==> src/rtl/exe_pkg.sv <==
// Shared encodings for the execute stage: ALU commands, branch kinds,
// FSM states and the sequential multiplier step count.
package exe_pkg;

    localparam int MUL_STEPS = 32;
    localparam int STEP_W    = $clog2(MUL_STEPS);

    typedef enum logic [3:0] {
        CMD_ADD = 4'd0,
        CMD_SUB = 4'd1,
        CMD_AND = 4'd2,
        CMD_OR  = 4'd3,
        CMD_NOR = 4'd4,
        CMD_XOR = 4'd5,
        CMD_SLL = 4'd6,
        CMD_SRL = 4'd7,
        CMD_SRA = 4'd8,
        CMD_SLT = 4'd9,
        CMD_MUL = 4'd10
    } exe_cmd_e;

    typedef enum logic [1:0] {
        BR_NONE = 2'd0,
        BR_BEQ  = 2'd1,
        BR_BNE  = 2'd2,
        BR_JMP  = 2'd3
    } br_e;

    typedef enum logic {
        ST_IDLE    = 1'b0,
        ST_MUL_RUN = 1'b1
    } state_e;

endpackage

==> src/rtl/exe_seq_mul.sv <==
// Radix-2 shift-add multiplier producing the low 32 bits of a*b.
// One partial product is folded in per clock; o_done is high during the
// cycle whose edge completes the last step, and o_product is already the
// final value then, so the caller can register it at that same edge.
module exe_seq_mul
    import exe_pkg::*;
(
    input  logic        clk,
    input  logic        rst,
    input  logic        i_start,
    input  logic [31:0] i_op_a,
    input  logic [31:0] i_op_b,
    output logic        o_done,
    output logic [31:0] o_product
);

    logic [31:0]       r_mcand;
    logic [31:0]       r_mplier;
    logic [31:0]       r_acc;
    logic [STEP_W-1:0] r_step;
    logic              r_busy;

    logic [31:0]       w_addend;
    logic [31:0]       w_acc_next;

    // Partial product: the (already shifted) multiplicand gated by the
    // current multiplier LSB.
    genvar gi;
    generate
        for (gi = 0; gi < 32; gi++) begin : g_addend
            assign w_addend[gi] = r_mcand[gi] & r_mplier[0];
        end
    endgenerate

    assign w_acc_next = r_acc + w_addend;
    assign o_product  = w_acc_next;
    assign o_done     = r_busy && (r_step == STEP_W'(MUL_STEPS - 1));

    // Operand load on start, then one shift-add step per clock until done.
    always_ff @(posedge clk) begin
        if (rst) begin
            r_mcand  <= '0;
            r_mplier <= '0;
            r_acc    <= '0;
            r_step   <= '0;
            r_busy   <= 1'b0;
        end else if (i_start) begin
            r_mcand  <= i_op_a;
            r_mplier <= i_op_b;
            r_acc    <= '0;
            r_step   <= '0;
            r_busy   <= 1'b1;
        end else if (r_busy) begin
            r_acc    <= w_acc_next;
            r_mcand  <= r_mcand << 1;
            r_mplier <= r_mplier >> 1;
            r_step   <= r_step + 1'b1;
            if (o_done) begin
                r_busy <= 1'b0;
            end
        end
    end

endmodule

==> src/rtl/exe_stage.sv <==
// Pipeline execute stage: single-cycle ALU and branch resolution, plus a
// 32-cycle sequential multiply during which the stage stalls upstream.
module exe_stage
    import exe_pkg::*;
(
    input  logic        clk,
    input  logic        rst,
    input  logic [31:0] pc_in,
    input  logic        wb_en,
    input  logic        mem_read,
    input  logic        mem_write,
    input  logic [1:0]  br,
    input  logic [3:0]  exe_cmd,
    input  logic [31:0] reg1,
    input  logic [31:0] reg2,
    input  logic [31:0] imm,
    input  logic [4:0]  dest,
    input  logic        in_valid,
    output logic        in_ready,
    output logic        out_valid,
    output logic [31:0] alu_result,
    output logic [31:0] st_data,
    output logic [4:0]  dest_out,
    output logic        wb_en_out,
    output logic        mem_read_out,
    output logic        mem_write_out,
    output logic        br_taken,
    output logic [31:0] br_addr
);

    // Branch condition on a pair of operands.
    function automatic logic br_eval(input logic [1:0] br_sel,
                                     input logic [31:0] op_a,
                                     input logic [31:0] op_b);
        logic taken;
        taken = 1'b0;
        case (br_sel)
            BR_BEQ:  taken = (op_a == op_b);
            BR_BNE:  taken = (op_a != op_b);
            BR_JMP:  taken = 1'b1;
            default: taken = 1'b0;
        endcase
        return taken;
    endfunction

    state_e      r_state;
    state_e      w_state_next;

    // Bundle captured when a multiply is accepted; upstream may change
    // freely while the multiplier runs.
    logic [31:0] r_lat_reg1;
    logic [31:0] r_lat_reg2;
    logic [31:0] r_lat_br_addr;
    logic [1:0]  r_lat_br;
    logic [4:0]  r_lat_dest;
    logic        r_lat_wb_en;
    logic        r_lat_mem_read;
    logic        r_lat_mem_write;

    logic        r_out_valid;
    logic [31:0] r_alu_result;
    logic [31:0] r_st_data;
    logic [4:0]  r_dest_out;
    logic        r_wb_en_out;
    logic        r_mem_read_out;
    logic        r_mem_write_out;
    logic        r_br_taken;
    logic [31:0] r_br_addr;

    logic        w_accept;
    logic        w_is_mul;
    logic        w_mul_start;
    logic        w_mul_done;
    logic        w_mul_finish;
    logic [31:0] w_mul_product;
    logic [31:0] w_alu_result;
    logic [31:0] w_br_addr;

    assign in_ready     = (r_state == ST_IDLE);
    assign w_accept     = in_valid && in_ready;
    assign w_is_mul     = (exe_cmd == CMD_MUL);
    assign w_mul_start  = w_accept && w_is_mul;
    assign w_mul_finish = (r_state == ST_MUL_RUN) && w_mul_done;
    assign w_br_addr    = pc_in + (imm << 2);

    exe_seq_mul u_mul (
        .clk       (clk),
        .rst       (rst),
        .i_start   (w_mul_start),
        .i_op_a    (reg1),
        .i_op_b    (reg2),
        .o_done    (w_mul_done),
        .o_product (w_mul_product)
    );

    // Single-cycle ALU; MUL and reserved codes give 0 here.
    always_comb begin
        w_alu_result = '0;
        case (exe_cmd)
            CMD_ADD: w_alu_result = reg1 + reg2;
            CMD_SUB: w_alu_result = reg1 - reg2;
            CMD_AND: w_alu_result = reg1 & reg2;
            CMD_OR:  w_alu_result = reg1 | reg2;
            CMD_NOR: w_alu_result = ~(reg1 | reg2);
            CMD_XOR: w_alu_result = reg1 ^ reg2;
            CMD_SLL: w_alu_result = reg1 << reg2[4:0];
            CMD_SRL: w_alu_result = reg1 >> reg2[4:0];
            CMD_SRA: w_alu_result = $unsigned($signed(reg1) >>> reg2[4:0]);
            CMD_SLT: w_alu_result = {31'd0, ($signed(reg1) < $signed(reg2))};
            default: w_alu_result = '0;
        endcase
    end

    // Next-state logic: leave IDLE only on an accepted multiply.
    always_comb begin
        w_state_next = r_state;
        case (r_state)
            ST_IDLE:    if (w_mul_start)  w_state_next = ST_MUL_RUN;
            ST_MUL_RUN: if (w_mul_finish) w_state_next = ST_IDLE;
            default:    w_state_next = ST_IDLE;
        endcase
    end

    // State register.
    always_ff @(posedge clk) begin
        if (rst) begin
            r_state <= ST_IDLE;
        end else begin
            r_state <= w_state_next;
        end
    end

    // Capture the bundle of an accepted multiply for use at completion.
    always_ff @(posedge clk) begin
        if (rst) begin
            r_lat_reg1      <= '0;
            r_lat_reg2      <= '0;
            r_lat_br_addr   <= '0;
            r_lat_br        <= '0;
            r_lat_dest      <= '0;
            r_lat_wb_en     <= 1'b0;
            r_lat_mem_read  <= 1'b0;
            r_lat_mem_write <= 1'b0;
        end else if (w_mul_start) begin
            r_lat_reg1      <= reg1;
            r_lat_reg2      <= reg2;
            r_lat_br_addr   <= w_br_addr;
            r_lat_br        <= br;
            r_lat_dest      <= dest;
            r_lat_wb_en     <= wb_en;
            r_lat_mem_read  <= mem_read;
            r_lat_mem_write <= mem_write;
        end
    end

    // Output register: valid/taken pulse for one cycle, data holds otherwise.
    always_ff @(posedge clk) begin
        if (rst) begin
            r_out_valid     <= 1'b0;
            r_alu_result    <= '0;
            r_st_data       <= '0;
            r_dest_out      <= '0;
            r_wb_en_out     <= 1'b0;
            r_mem_read_out  <= 1'b0;
            r_mem_write_out <= 1'b0;
            r_br_taken      <= 1'b0;
            r_br_addr       <= '0;
        end else begin
            r_out_valid <= 1'b0;
            r_br_taken  <= 1'b0;
            if (w_accept && !w_is_mul) begin
                r_out_valid     <= 1'b1;
                r_alu_result    <= w_alu_result;
                r_st_data       <= reg2;
                r_dest_out      <= dest;
                r_wb_en_out     <= wb_en;
                r_mem_read_out  <= mem_read;
                r_mem_write_out <= mem_write;
                r_br_taken      <= br_eval(br, reg1, reg2);
                r_br_addr       <= w_br_addr;
            end else if (w_mul_finish) begin
                r_out_valid     <= 1'b1;
                r_alu_result    <= w_mul_product;
                r_st_data       <= r_lat_reg2;
                r_dest_out      <= r_lat_dest;
                r_wb_en_out     <= r_lat_wb_en;
                r_mem_read_out  <= r_lat_mem_read;
                r_mem_write_out <= r_lat_mem_write;
                r_br_taken      <= br_eval(r_lat_br, r_lat_reg1, r_lat_reg2);
                r_br_addr       <= r_lat_br_addr;
            end
        end
    end

    assign out_valid     = r_out_valid;
    assign alu_result    = r_alu_result;
    assign st_data       = r_st_data;
    assign dest_out      = r_dest_out;
    assign wb_en_out     = r_wb_en_out;
    assign mem_read_out  = r_mem_read_out;
    assign mem_write_out = r_mem_write_out;
    assign br_taken      = r_br_taken;
    assign br_addr       = r_br_addr;

endmodule

==> config.mk <==
export PLATFORM = sky130hd
export DESIGN_NAME = exe_stage
export DESIGN_NICKNAME = d
export VERILOG_FILES = /design/src/rtl/exe_pkg.sv /design/src/rtl/exe_seq_mul.sv /design/src/rtl/exe_stage.sv
export SDC_FILE = /design/constraint.sdc
export NUM_CORES = 1
export LEC_CHECK = 0
export CAP_MARGIN = 20
export CORE_MARGIN = 2
export CORE_UTILIZATION = 53
export DETAILED_ROUTE_END_ITERATION = 10
export GPL_TIMING_DRIVEN = 0
export PLACE_DENSITY = 0.85
export SLEW_MARGIN = 20
export SYNTH_ARGS = -nofsm -noshare
export SYNTH_HDL_FRONTEND = slang
export SYNTH_SLANG_ARGS = --single-unit
==> constraint.sdc <==
create_clock -name clk -period 4.5 [get_ports clk]
set_input_delay 0.9 -clock clk [delete_from_list [all_inputs] [get_ports clk]]
set_output_delay 0.9 -clock clk [all_outputs]
set_load 0.02 [all_outputs]
* Word-level counts from Yosys, hierarchy flattened
Index checks and enable logic that the tools add are counted.
Word-level totals: word-level logic and storage cells 131, register bits 315, bits of input ports 145, output and inout bits 107
Operators by class: reductions and logical operators 10, add/subtract/negate cells 5, equality and inequality tests 21, $lt $le $gt $ge 1, bitwise logic cells 37, shift-type cells 3, muxes and demuxes 31
Operators by type and width (number):
- 2-to-1 mux 32 bit | 10
- one-hot mux 32 bit (10 select lines) | 1
- adder 32 bit | 3
- == test 32 bit | 2
- != test 32 bit | 2
- bitwise AND 1 bit | 32
- bitwise AND 32 bit | 1
- less-than comparator 32 bit | 1
- NOT 32 bit | 1
- bitwise OR 32 bit | 1
- left shift 32 x 5 -> 32 bit | 1
- >> shifter 32 x 5 -> 32 bit | 1
- >>> shifter 32 x 5 -> 32 bit | 1
- subtractor 32 bit | 1
- XOR 32 bit | 1
- == test 4 x 3 -> 1 bit, second input constant | 4
- 2-to-1 mux 1 bit | 15
- == test 4 bit, second input constant | 3
- 2-to-1 mux 5 bit | 2
- == test 2 bit, second input constant | 4
- == test 4 x 2 -> 1 bit, second input constant | 2
- one-hot mux 1 bit (3 select lines) | 2
- adder 5 x 1 -> 5 bit, second input constant | 1
- == test 5 bit, second input constant | 1
- other kinds (9) | 15

* Logic depth before layout (Yosys ltp)
depth after elaboration 5, gate-level depth with buffers 17, mapped depth without buffers 14

* Cells and area by module
A second synthesis with hierarchy kept.
Unflattened totals: cell total of the unflattened synthesis 3402, area, all modules 25308.0 µm²
By module, submodules not included:
- exe_stage | instances 1, seq. area each 4264.1 µm², area each 19049.5 µm², cells an instance 2627
- exe_seq_mul | instances 1, seq. area each 2042.0 µm², area each 6258.5 µm², cells an instance 775

* Worst setup path after synthesis
OpenSTA, ideal clock, no wires.
kind input-to-reg, start point input port reg2[2], end point register r_alu_result[25], in the netlist alu_result[25], cell stages on the path 17, setup slack 20 ps, required time 4372 ps, library setup time 128 ps, path buffers 5, arrival time 4352 ps, cells stage by stage clkbuf_1 inv_1 buf_2 buf_2 buf_1 ha_1 buf_2 nor3_1 nand2b_1 a21oi_1 or3_4 a311oi_4 o31a_4 o41ai_1 o221ai_1 a2111oi_1 nor2_1
Between the ends: word-level cells in the longest chain between the ends 3, elaborated cells between the ends (all ways) 7, those cells by class add/sub (2); shift (3); mux (2)
Ends and longest elaborated chain:
- start, declared | RTL line exe_stage.sv:15 | input logic [31:0] reg2,
- subtractor 32 bit (tied with other cells) | RTL line exe_stage.sv:101 | CMD_SUB: w_alu_result = reg1 - reg2;
- one-hot mux 32 bit (10 select lines) (*) | RTL line exe_stage.sv:99 | case (exe_cmd)
- 2-to-1 mux 32 bit (*) | RTL line exe_stage.sv:171 | if (w_accept && !w_is_mul) begin
- end signal, assigned | RTL line exe_stage.sv:173 | r_alu_result <= w_alu_result;
- end signal, assigned | RTL line exe_stage.sv:183 | r_alu_result <= w_mul_product;
- end, declared | RTL line exe_stage.sv:61 | logic [31:0] r_alu_result;
Mark *: on every way between the ends. The rest lies on a longest branch, timed or not. A chain may end at the register's enable or synchronous reset.

* Worst setup path after layout
start point input port reg2[1], end point register r_alu_result[11], in the netlist alu_result[11]
Same word-level chain as after synthesis.

==> out/results.txt <==
Global-route congestion overflow total = 0
GPL Wtd Cong = 1.10
Floorplan Core Area = 0.0455 mm²
Setup slack of the most critical reg-to-reg path = 390 ps
Fraction of the yosys area taken by sequential cells = 25.8%
Number of ports placed on the die boundary = 252
Pre-Repair DR Iteration Count = 6
Tightest hold margin = 453 ps
Fin. max-slew vios = 0
Slew Limit Headroom = 24.8%
Final standard cell area without fillers = 0.0291 mm²
Fraction of the cycle the final worst path needs = 102%
Post-synthesis instance area = 0.0245 mm²
P per Cell Area = 276 mW/mm²
Cells traversed along the worst timing path = clkdlybuf4s50_1 -> buf_2 -> buf_4 -> buf_4 -> buf_2 -> mux2i_1 -> mux2i_1 -> mux2i_1 -> a21oi_1 -> o21ai_1 -> o2bb2ai_1 -> o2111ai_1 -> a21oi_2 -> o22a_1 -> nor2_1
Number of sinks driven by the clock tree = 315
Number of flops mapped to enable cells by yosys = 0
Number of buffers inserted during clock tree synthesis = 31
Placed cell areas = 0.0277 mm²
Buffer depth of the longest clock path = 3
Yosys warns = 0
Synthesized netlist net count = 3488
Distinct cell type count after synthesis = 92
Later-pin clock latency in the skew report = 600 ps
Finished Core Util = 64.0%
Number of global-route vias before repair = 25.5k
Clock Root Buffer = sky130_fd_sc_hd__clkbuf_16
Row cnt = 78
Die footprint = 0.0479 mm²
TritonCTS clock tree = built
Tightest Hold Check Type = reg -> reg
Kind of critical path = in -> reg
DIE WIDTH = 219 µm
Pin slew with the least headroom to its limit = 1130 ps
Data arrival time of the critical path = 5080 ps
Area growth from synthesis to layout = 18.9%
Crit path largest cell delay = 600 ps
Fraction of layout instances using a drive strength above 1 = 8.29%
Worst Skew = 17.3 ps
Critical Path Slowest Stage Cell = sky130_fd_sc_hd__clkdlybuf4s50_1
Post-DRT Antenna Nets = 0
Worst Slack Setup Final = -112 ps
Fmax achieved = 0.217 GHz
Worst hold path depth = 2
Number of max-cap violations = 0
Number of failing hold endpoints at the final stage = 0
Total global-route track usage = 44.5%
CTS Hold Bufs = 0
Setup Total Neg Slack = -296 ps
Launching element of the worst setup path = reg2[1]
Post-detailed-route wirelength per cell = 26.9 µm
Mean Syn Cell Area = 7.71 µm²
Drt total wl = 110000 µm
Leak Pwr = 11.2 nW
Total number of nets in the final design = 3772
Dpl hpwl = 87000 µm
Antenna violations before repair = 7
Wire length of the first global-routing pass = 161000 µm
Number of I/O port buffers = 248
Die H = 219 µm
Clock slew at reported path FFs = 70 ps
DRC violation count after routing = 0
Initial standard-cell utilization of the core = 53.8%
Peak supply drop = 338 µV
Routed vias = 27.7k
Hold EP = st_data[1]$_SDFFE_PP0P_
Run status = complete, but fails checks
Reg2Reg Depth = 9
Commonest register cell after synthesis = sky130_fd_sc_hd__dfxtp_1
Largest fanout of any net on the critical path = 10
Setup repair after global routing missed its margin = no
Number of violations reported at the end of detailed-routing iteration 0 = 4173
Post-Synthesis Cells = 3177
Cell type with the highest occurrence count on the critical path = sky130_fd_sc_hd__mux2i_1
Tmin final = 4610 ps
Proportion of synthesized flip-flops having asynchronous set or reset = 0%
Worst flop-to-flop path endpoint = st_data[4]$_SDFFE_PP0P_
H-Tree Depth = 1
Number of synthesized register bits = 315
Maximum number of pins on one net before global-route repair = 20
Startpoint class of the critical path = input pin
Vias per inst = 6.77
Crit path required time = 4970 ps
Startpoint of the lowest-slack hold path = st_data[1]$_SDFFE_PP0P_
Number of filler cells placed in the layout = 4043
Endpoint type of the worst setup path = register
Count of endpoints failing setup in the final report = 5
Worst reg2reg path startpoint = u_mul.r_step[0]$_SDFFE_PP0P_
Violated checks = setup timing
cell usage in the layout (no fill, tap or decap), types with 55 or more instances in the layout:
cell type / netlist / routed
sky130_fd_sc_hd__nand2_1: 431 / 431
sky130_fd_sc_hd__a21oi_1: 417 / 413
sky130_fd_sc_hd__dfxtp_1: 315 / 315
sky130_fd_sc_hd__nor2_1: 300 / 300
sky130_fd_sc_hd__clkdlybuf4s50_1: 0 / 228
sky130_fd_sc_hd__clkbuf_1: 173 / 171
sky130_fd_sc_hd__ha_1: 162 / 160
sky130_fd_sc_hd__inv_1: 113 / 111
sky130_fd_sc_hd__o21ai_0: 104 / 103
sky130_fd_sc_hd__a22oi_1: 90 / 90
sky130_fd_sc_hd__xnor2_1: 77 / 77
sky130_fd_sc_hd__mux2_2: 70 / 70
sky130_fd_sc_hd__mux2i_1: 68 / 68
sky130_fd_sc_hd__mux4_2: 55 / 55
area by class of cell:
class / instances / area (µm²) / share of cell area (%)
antenna: 6 / 15.0 / 0.0516
clock buffer: 42 / 857 / 2.94
clock inverter: 15 / 183 / 0.627
multi-input combinational: 2511 / 17000 / 58.4
sequential: 315 / 6310 / 21.7
timing repair buffer: 256 / 2570 / 8.81
inverter: 121 / 463 / 1.59
tap: 600 / 751 / 2.58
buffer: 225 / 958 / 3.29
per-stage QoR:
stage / setup slack (ps) / power, mW / cells
2_1_floorplan: 20.0 / 4.30 / 3177
3_3_place_gp: -2500 / 5.21 / 4025
3_5_place_dp: -2200 / 5.21 / 4026
4_1_cts: 6.01 / 7.88 / 4085
5_1_grt: 8.19 / 8.24 / 4085
6_report: -112 / 8.04 / 4091
worst max-delay path, delay by kind of cell:
family | cells | cell delay (ps)
buffers and inverters | 5 | 1680
AOI/OAI and AO/OA | 6 | 1550
muxes | 3 | 900
and+or+nand+nor | 1 | 40
worst max path at each step:
| stage | endpoint | slack, ps | depth (start not counted) |
|---|---|---|---|
| 4_1_cts | alu_result[5]$_SDFFE_PP0P_ | 6 | 11 |
| 5_1_grt | alu_result[11]$_SDFFE_PP0P_ | 8 | 15 |
| 3_5_place_dp | alu_result[30]$_SDFFE_PP0P_ | -2200 | 18 |
| 3_3_place_gp | alu_result[10]$_SDFFE_PP0P_ | -2500 | 18 |
| 2_1_floorplan | alu_result[25]$_SDFFE_PP0P_ | 20 | 17 |
| 6_report | alu_result[11]$_SDFFE_PP0P_ | -110 | 15 |
cell usage after synthesis (44+ instances only):
| cell | number | area, µm² |
|---|---|---|
| sky130_fd_sc_hd__inv_1 | 113 | 424 |
| sky130_fd_sc_hd__clkbuf_1 | 173 | 649 |
| sky130_fd_sc_hd__dfxtp_1 | 315 | 6310 |
| sky130_fd_sc_hd__nand3_1 | 45 | 225 |
| sky130_fd_sc_hd__xnor2_1 | 77 | 674 |
| sky130_fd_sc_hd__nand2_1 | 431 | 1620 |
| sky130_fd_sc_hd__a22oi_1 | 90 | 676 |
| sky130_fd_sc_hd__o21ai_0 | 104 | 521 |
| sky130_fd_sc_hd__nor3_1 | 53 | 265 |
| sky130_fd_sc_hd__o21ai_1 | 45 | 225 |
| sky130_fd_sc_hd__ha_1 | 162 | 2030 |
| sky130_fd_sc_hd__a21o_1 | 44 | 330 |
| sky130_fd_sc_hd__nor2_1 | 300 | 1130 |
| sky130_fd_sc_hd__a21oi_1 | 417 | 2090 |
| sky130_fd_sc_hd__mux2_2 | 70 | 788 |
| sky130_fd_sc_hd__a211oi_1 | 46 | 345 |
| sky130_fd_sc_hd__mux4_2 | 55 | 1240 |
| sky130_fd_sc_hd__mux2i_1 | 68 | 681 |
layer usage:
layer / routed length, µm / vias up / part of all wire (%) / track usage [%]
li1: - / 12100 / - / -
met1: 42500 / 13100 / 39 / 59.2
met2: 43700 / 2134 / 40 / 63.4
met3: 17600 / 407 / 16 / 17.5
met4: 6180 / 8 / 5.6 / 19.3
met5: 125 / - / 0.11 / 1.25
flip-flops by register name, indices dropped and copies added, names as in the netlist, 5 cells and up:
name,flops
u_mul.r_acc,32
r_lat_dest,5
u_mul.r_step,5
r_lat_reg1,32
u_mul.r_mcand,32
u_mul.r_mplier,32
alu_result,32
st_data,32
r_lat_reg2,32
br_addr,32
r_lat_br_addr,32
dest_out,5
report_power, final:
| part | internal [mW] | switching [mW] | total [mW] | leakage (nW) |
|---|---|---|---|---|
| logic | 0.870 | 1.50 | 2.37 | 8.18 |
| clock network | 1.52 | 1.19 | 2.71 | 0.513 |
| registers | 2.88 | 0.0728 | 2.96 | 2.56 |
| total | 5.27 | 2.76 | 8.04 | 11.2 |
logic make-up (layout without fill, tap and decap cells):
kind of cell	Yosys count	count (layout)	synth area share (%)
AO/OA/AOI/OAI	1021	1021	26.6
adder cells (fa/ha/maj)	166	166	8.61
multiplexers	197	197	11.2
other	0	6	0
AND/OR/NAND/NOR	1032	1032	18.7
XOR/XNOR	95	95	3.40
buffers and inverters	351	659	5.74
flip-flops	315	315	25.8
repair_timing:
action,CTS,global route
gates resized for setup,38,44
setup endpoints to repair,30,21
setup buffers,4,3
pin swaps,5,6
Note: power is estimated with default switching activity, not from simulation.
